## config.mk

```make
export PLATFORM = sky130hd
export DESIGN_NAME = crossbar_output_buffer_seq
export DESIGN_NICKNAME = d
export VERILOG_FILES = /design/src/rtl/crossbar_output_buffer_seq.sv
export SDC_FILE = /design/constraint.sdc
export NUM_CORES = 2
export LEC_CHECK = 0
export BUFFER_PORTS_ARGS = -buffer_cell sky130_fd_sc_hd__buf_2
export CORE_AREA = 2 2 436 438
export CTS_CLUSTER_DIAMETER = 150
export DETAILED_ROUTE_END_ITERATION = 10
export DIE_AREA = 0 0 438 440
export GPL_ROUTABILITY_DRIVEN = 0
export PLACE_DENSITY_LB_ADDON = 0.15
export SYNTH_ARGS = -nofsm -noshare
export SYNTH_HDL_FRONTEND = slang
export SYNTH_SLANG_ARGS = --single-unit
```

## constraint.sdc

```tcl
create_clock -name CLK -period 9.1 [get_ports CLK]
set_input_delay 0.91 -clock CLK [delete_from_list [all_inputs] [get_ports CLK]]
set_output_delay 0.91 -clock CLK [all_outputs]
set_load 0.005 [all_outputs]
```

## src/rtl/crossbar_output_buffer_seq.sv

```systemverilog
// Per-output-lane FWFT buffers behind a crossbar; one independent FIFO per lane.
// Optional CROSSBAR_OBUF_OCCUPANCY_EN exposes each lane's occupancy on o_count.
module crossbar_output_buffer_lane #(
  parameter int DATA_WIDTH = 32,
  parameter int FIFO_DEPTH = 4
) (
  input  logic                        clk,
  input  logic                        rst,
  input  logic                        en_i,
  input  logic                        wr_vld_i,
  input  logic [DATA_WIDTH-1:0]       wr_data_i,
  input  logic                        rd_rdy_i,
  input  logic                        clr_ovf_i,
  output logic [DATA_WIDTH-1:0]       rd_data_o,
  output logic [$clog2(FIFO_DEPTH):0] cnt_o,
  output logic                        ovf_o
);
  localparam int AW = $clog2(FIFO_DEPTH);
  localparam int CW = AW + 1;
  localparam logic [CW-1:0] DEPTH_C = CW'(FIFO_DEPTH);

  logic [DATA_WIDTH-1:0] mem_q [FIFO_DEPTH];
  logic [AW-1:0]         wr_ptr_q, wr_ptr_d, rd_ptr_q, rd_ptr_d;
  logic [CW-1:0]         cnt_q, cnt_d;
  logic                  ovf_q, ovf_d;
  logic                  nempty, full, push, pop, drop;

  always_comb begin
    nempty   = (cnt_q != '0);
    full     = (cnt_q == DEPTH_C);
    pop      = en_i && nempty && rd_rdy_i;
    // a full lane still accepts a word when the head leaves in the same cycle
    push     = en_i && wr_vld_i && (!full || pop);
    drop     = en_i && wr_vld_i && full && !pop;
    wr_ptr_d = push ? wr_ptr_q + AW'(1) : wr_ptr_q;
    rd_ptr_d = pop  ? rd_ptr_q + AW'(1) : rd_ptr_q;
    cnt_d    = cnt_q + CW'(push) - CW'(pop);
    ovf_d    = drop || (ovf_q && !clr_ovf_i);
  end

  always_ff @(posedge clk or posedge rst) begin
    if (rst) begin
      wr_ptr_q <= '0;
      rd_ptr_q <= '0;
      cnt_q    <= '0;
      ovf_q    <= 1'b0;
    end else begin
      wr_ptr_q <= wr_ptr_d;
      rd_ptr_q <= rd_ptr_d;
      cnt_q    <= cnt_d;
      ovf_q    <= ovf_d;
    end
  end

  // storage is deliberately not reset; the empty-lane mask hides stale entries
  always_ff @(posedge clk) begin
    if (push) mem_q[wr_ptr_q] <= wr_data_i;
  end

  assign rd_data_o = nempty ? mem_q[rd_ptr_q] : '0;
  assign cnt_o     = cnt_q;
  assign ovf_o     = ovf_q;
endmodule

module crossbar_output_buffer_seq #(
  parameter int DATA_WIDTH      = 32,
  parameter int NUM_OUTPUT_DATA = 16,
  parameter int FIFO_DEPTH      = 4
) (
  input  logic                                  CLK,
  input  logic                                  rst,
  input  logic [NUM_OUTPUT_DATA-1:0]            i_valid,
  input  logic [NUM_OUTPUT_DATA*DATA_WIDTH-1:0] i_data_bus,
  input  logic                                  i_en,
  input  logic [NUM_OUTPUT_DATA-1:0]            i_ready,
  input  logic [NUM_OUTPUT_DATA-1:0]            i_clr_ovf,
  output logic [NUM_OUTPUT_DATA-1:0]            o_valid,
  output logic [NUM_OUTPUT_DATA*DATA_WIDTH-1:0] o_data_bus,
  output logic [NUM_OUTPUT_DATA-1:0]            o_full,
  output logic [NUM_OUTPUT_DATA-1:0]            o_overflow
`ifdef CROSSBAR_OBUF_OCCUPANCY_EN
  ,
  output logic [NUM_OUTPUT_DATA*($clog2(FIFO_DEPTH)+1)-1:0] o_count
`endif
);
  localparam int CW = $clog2(FIFO_DEPTH) + 1;
  localparam logic [CW-1:0] DEPTH_C = CW'(FIFO_DEPTH);

  logic [NUM_OUTPUT_DATA-1:0][CW-1:0]         cnt;
  logic [NUM_OUTPUT_DATA-1:0][DATA_WIDTH-1:0] rd_data;

  for (genvar k = 0; k < NUM_OUTPUT_DATA; k++) begin : g_lane
    crossbar_output_buffer_lane #(
      .DATA_WIDTH (DATA_WIDTH),
      .FIFO_DEPTH (FIFO_DEPTH)
    ) u_lane (
      .clk       (CLK),
      .rst       (rst),
      .en_i      (i_en),
      .wr_vld_i  (i_valid[k]),
      .wr_data_i (i_data_bus[k*DATA_WIDTH +: DATA_WIDTH]),
      .rd_rdy_i  (i_ready[k]),
      .clr_ovf_i (i_clr_ovf[k]),
      .rd_data_o (rd_data[k]),
      .cnt_o     (cnt[k]),
      .ovf_o     (o_overflow[k])
    );
    assign o_valid[k] = (cnt[k] != '0);
    assign o_full[k]  = (cnt[k] == DEPTH_C);
  end

  assign o_data_bus = rd_data;
`ifdef CROSSBAR_OBUF_OCCUPANCY_EN
  assign o_count = cnt;
`endif
endmodule

```

==> flow_metrics.env <==
export IMPL_status="complete, no violations"
export IMPL_viasPerCell=5.284
export IMPL_async_flop_share=0.05882
export IMPL_dieArea_mm2=0.1927
export IMPL_tns_ps=0
export IMPL_synthAdderAreaFrac=0.01754
export IMPL_cts_tree="built"
export IMPL_core_area_mm2=0.1886
export IMPL_rsz0062_at_grt="no"
export IMPL_initial_utilization=0.4561
export IMPL_fin_ws_ps=5242
export IMPL_synthTopCellsByCount="edfxtp_1 (2048), and2_1 (576), mux4_2 (448)"
export IMPL_dp_slack_ps=5116
export IMPL_clockRootBuffer="clkbuf_16"
export IMPL_maxSlewViolCount=0
export IMPL_drc=0
export IMPL_yosysWarnings=0
export IMPL_worst_setup_path_type="flop to primary output"
export IMPL_cts_made_buffers=220
export IMPL_synth_yosys_seq_area_share=0.7522
export IMPL_max_freq_mhz=259.2
export IMPL_synth_cells=3975
export IMPL_crit_path_start_kind="flop"
export IMPL_portBuffers=1122
export IMPL_cts_sinks=2176
export IMPL_slowest_delay_ps=690
export IMPL_fp_dieW_um=438
export IMPL_io_pins=1123
export IMPL_clkTransAtPathRegs_ps=60
export IMPL_area_delta_synth_final_pct=16.96
export IMPL_timing_final_crit_share=0.4240
export IMPL_synth_compound_area_frac=0.002327
export IMPL_synth_mux_area_fraction=0.1389
export IMPL_grt_overflow_total=0
export IMPL_drtIter0Drc=3015
export IMPL_hold_buffers=0
export IMPL_gr_usage_all_layers=0.2107
export IMPL_min_path_type="input pin to async pin"
export IMPL_fill_cells=14984
export IMPL_vias=41814
export IMPL_synth_edff_count=2048
export IMPL_setup_viol=0
export IMPL_postRouteAntennaNets=0
export IMPL_syn_avg_cell_area_um2=21.64
export IMPL_yosysMostFrequentCell="edfxtp_1"
export IMPL_clkLatencyLatePin_ps=860
export IMPL_drt_wl_total_um=206600
export IMPL_first_pass_iters=5
export IMPL_ctsResizeCount=0
export IMPL_grt_pass1_vias=42509
export IMPL_crit_required_ps=8190
export IMPL_post_cts_repair_setup_buffers=0
export IMPL_slowest_stage="dfrtp_2"
export IMPL_syn_num_nets=4649
export IMPL_end_kind="primary output"
export IMPL_synthXorXnorAreaFrac=0.008146
export IMPL_die_y_um=440
export IMPL_yosys_most_used_dff="edfxtp_1"
export IMPL_cp_max_fo=19
export IMPL_fin_util=0.5335
export IMPL_hold_viol=0
export IMPL_final_setup_skew_ps=34.58
export IMPL_htreeDepth=4
export IMPL_synth_top_area_share=0.7150
export IMPL_design_area_mm2=0.1006
export IMPL_synth_cell_type_count=35
export IMPL_worst_pin_slew_ps=1114
export IMPL_max_slew_margin=0.2575
export IMPL_grt_pass1_wl_um=294700
export IMPL_wl_per_cell_um=26.11
export IMPL_synth_top_family_by_area="multiplexers"
export IMPL_maxCapViolCount=0
export IMPL_drive_gt1_frac=0.3807
export IMPL_place_detailed_hpwl_um=137400
export IMPL_p_leak_uw=0.03551
export IMPL_ys_seq_elements=2176
export IMPL_synth_area_mm2=0.08602
export IMPL_period_needed_ps=3858
export IMPL_crit_chain="buf_4, mux4_1, and2_1, buf_2"
export IMPL_rows=160
export IMPL_synth_top_area_cell="edfxtp_1"
export IMPL_synthSimpleGateAreaFrac=0.05119
export IMPL_crit_arrival_ps=2950
export IMPL_power_density_mw_per_mm2=311.2
export IMPL_grt_start_max_net_pins=83
export IMPL_clockBufferDepth=3
export IMPL_ys_top_cells_by_area="edfxtp_1 (71%), mux4_2 (12%), and2_1 (4.2%), dfrtp_1 (3.7%), mux4_1 (2.0%)"
export IMPL_antenna_found_initial=140
export IMPL_fin_nets=5838
export IMPL_max_vdd_ir_drop_v=0.0002159
export IMPL_placedInstanceArea_mm2=0.09341
==> state kept, by name (all words and copies together), names as in the netlist <==
signal and count:
g_lane.u_lane.ovf_o 16, g_lane.u_lane.wr_ptr_q 32, g_lane.u_lane.cnt_o 48, g_lane.u_lane.mem_q 2048
g_lane.u_lane.rd_ptr_q 32
==> final cells by class <==
class | instances | area, um^2 | area share
well taps | 2511 | 3142 | 0.03123
inverters | 121 | 461.7 | 0.004589
flip-flops and latches | 2176 | 64730 | 0.6434
multi-input cells | 1433 | 18780 | 0.1867
diodes | 43 | 107.6 | 0.001070
repair buffers | 1212 | 6294 | 0.06255
clock inverters | 103 | 1021 | 0.01015
clock buffers | 314 | 6071 | 0.06034
==> per-stage QoR <==
step / instances / total power, uW / hold WS, ps
floorplan: 3975 / 19260 / 450.8
global placement: 7453 / 22930 / 450.7
detailed placement: 7453 / 22990 / 456.1
CTS: 7870 / 31800 / 121.3
global route: 7894 / 32820 / 166.1
finish: 7913 / 31310 / 150.0
==> critical path: cells and delay by family, from the launching register on <==
family                 cells  cell delay [ps]
multiplexers               1              600
buffers and inverters      2              610
flip-flops                 1              690
AND/OR/NAND/NOR            1              180
==> worst paths after layout <==
path / start / to / slack, ps / cells past startpoint
max: g_lane[3].u_lane.rd_ptr_q[0]$_DFFE_PP0P_ / o_data_bus[98] / 5240 / 4
min: rst / g_lane[14].u_lane.ovf_o$_DFF_PP0_ / 150 / 2
max reg2reg: g_lane[2].u_lane.cnt_o[1]$_DFF_PP0_ / g_lane[2].u_lane.cnt_o[2]$_DFF_PP0_ / 6190 / 10
min reg2reg: g_lane[10].u_lane.rd_ptr_q[0]$_DFFE_PP0P_ / g_lane[10].u_lane.rd_ptr_q[0]$_DFFE_PP0P_ / 460 / 1
max in group asynchronous: rst / g_lane[6].u_lane.rd_ptr_q[1]$_DFFE_PP0P_ / 7510 / 3
min in group CLK: i_clr_ovf[12] / g_lane[12].u_lane.ovf_o$_DFF_PP0_ / 230 / 2
==> per-layer routing <==
| layer | vias to the layer above | GRT usage | wire length, um | share of wire |
|---|---|---|---|---|
| met5 | - | 0 | 436 | 0.0021 |
| met2 | 1370 | 0.3569 | 105400 | 0.51 |
| met4 | 68 | 0.09549 | 9871 | 0.048 |
| met3 | 525 | 0.05300 | 13360 | 0.065 |
| li1 | 18184 | - | - | - |
| met1 | 21667 | 0.2552 | 77500 | 0.38 |
==> cells by family (layout without fill, tap and decap cells) <==
logic type	count (synthesis)	count (layout)
mux	528	528
flops	2176	2176
compound gates	26	26
xor+xnor	80	80
fa+ha+maj	111	111
simple gates	688	688
other cells	0	43
buf+inv	366	1750
==> power by group <==
group / switching [uW] / total, uW / internal (uW)
combinational: 4840 / 9460 / 4610
clock: 3740 / 8790 / 5050
sequential: 786 / 13100 / 12300
total: 9370 / 31300 / 21900
==> placed cells by master, fill, tap and decap left out, types with 17 or more instances in the layout <==
cell | Yosys | routed
buf_2 | 57 | 1121
clkbuf_8 | 0 | 17
mux4_2 | 448 | 448
clkbuf_16 | 0 | 222
mux4_1 | 64 | 64
xnor2_1 | 56 | 56
edfxtp_1 | 2048 | 2048
diode_2 | 0 | 43
dfrtp_1 | 128 | 102
ha_1 | 95 | 95
clkinv_1 | 0 | 44
clkinv_2 | 0 | 28
clkbuf_1 | 68 | 75
xor2_1 | 24 | 24
inv_1 | 121 | 120
and2_1 | 576 | 564
buf_4 | 49 | 91
dfrtp_2 | 0 | 26
(Power assumes the default switching activity.)
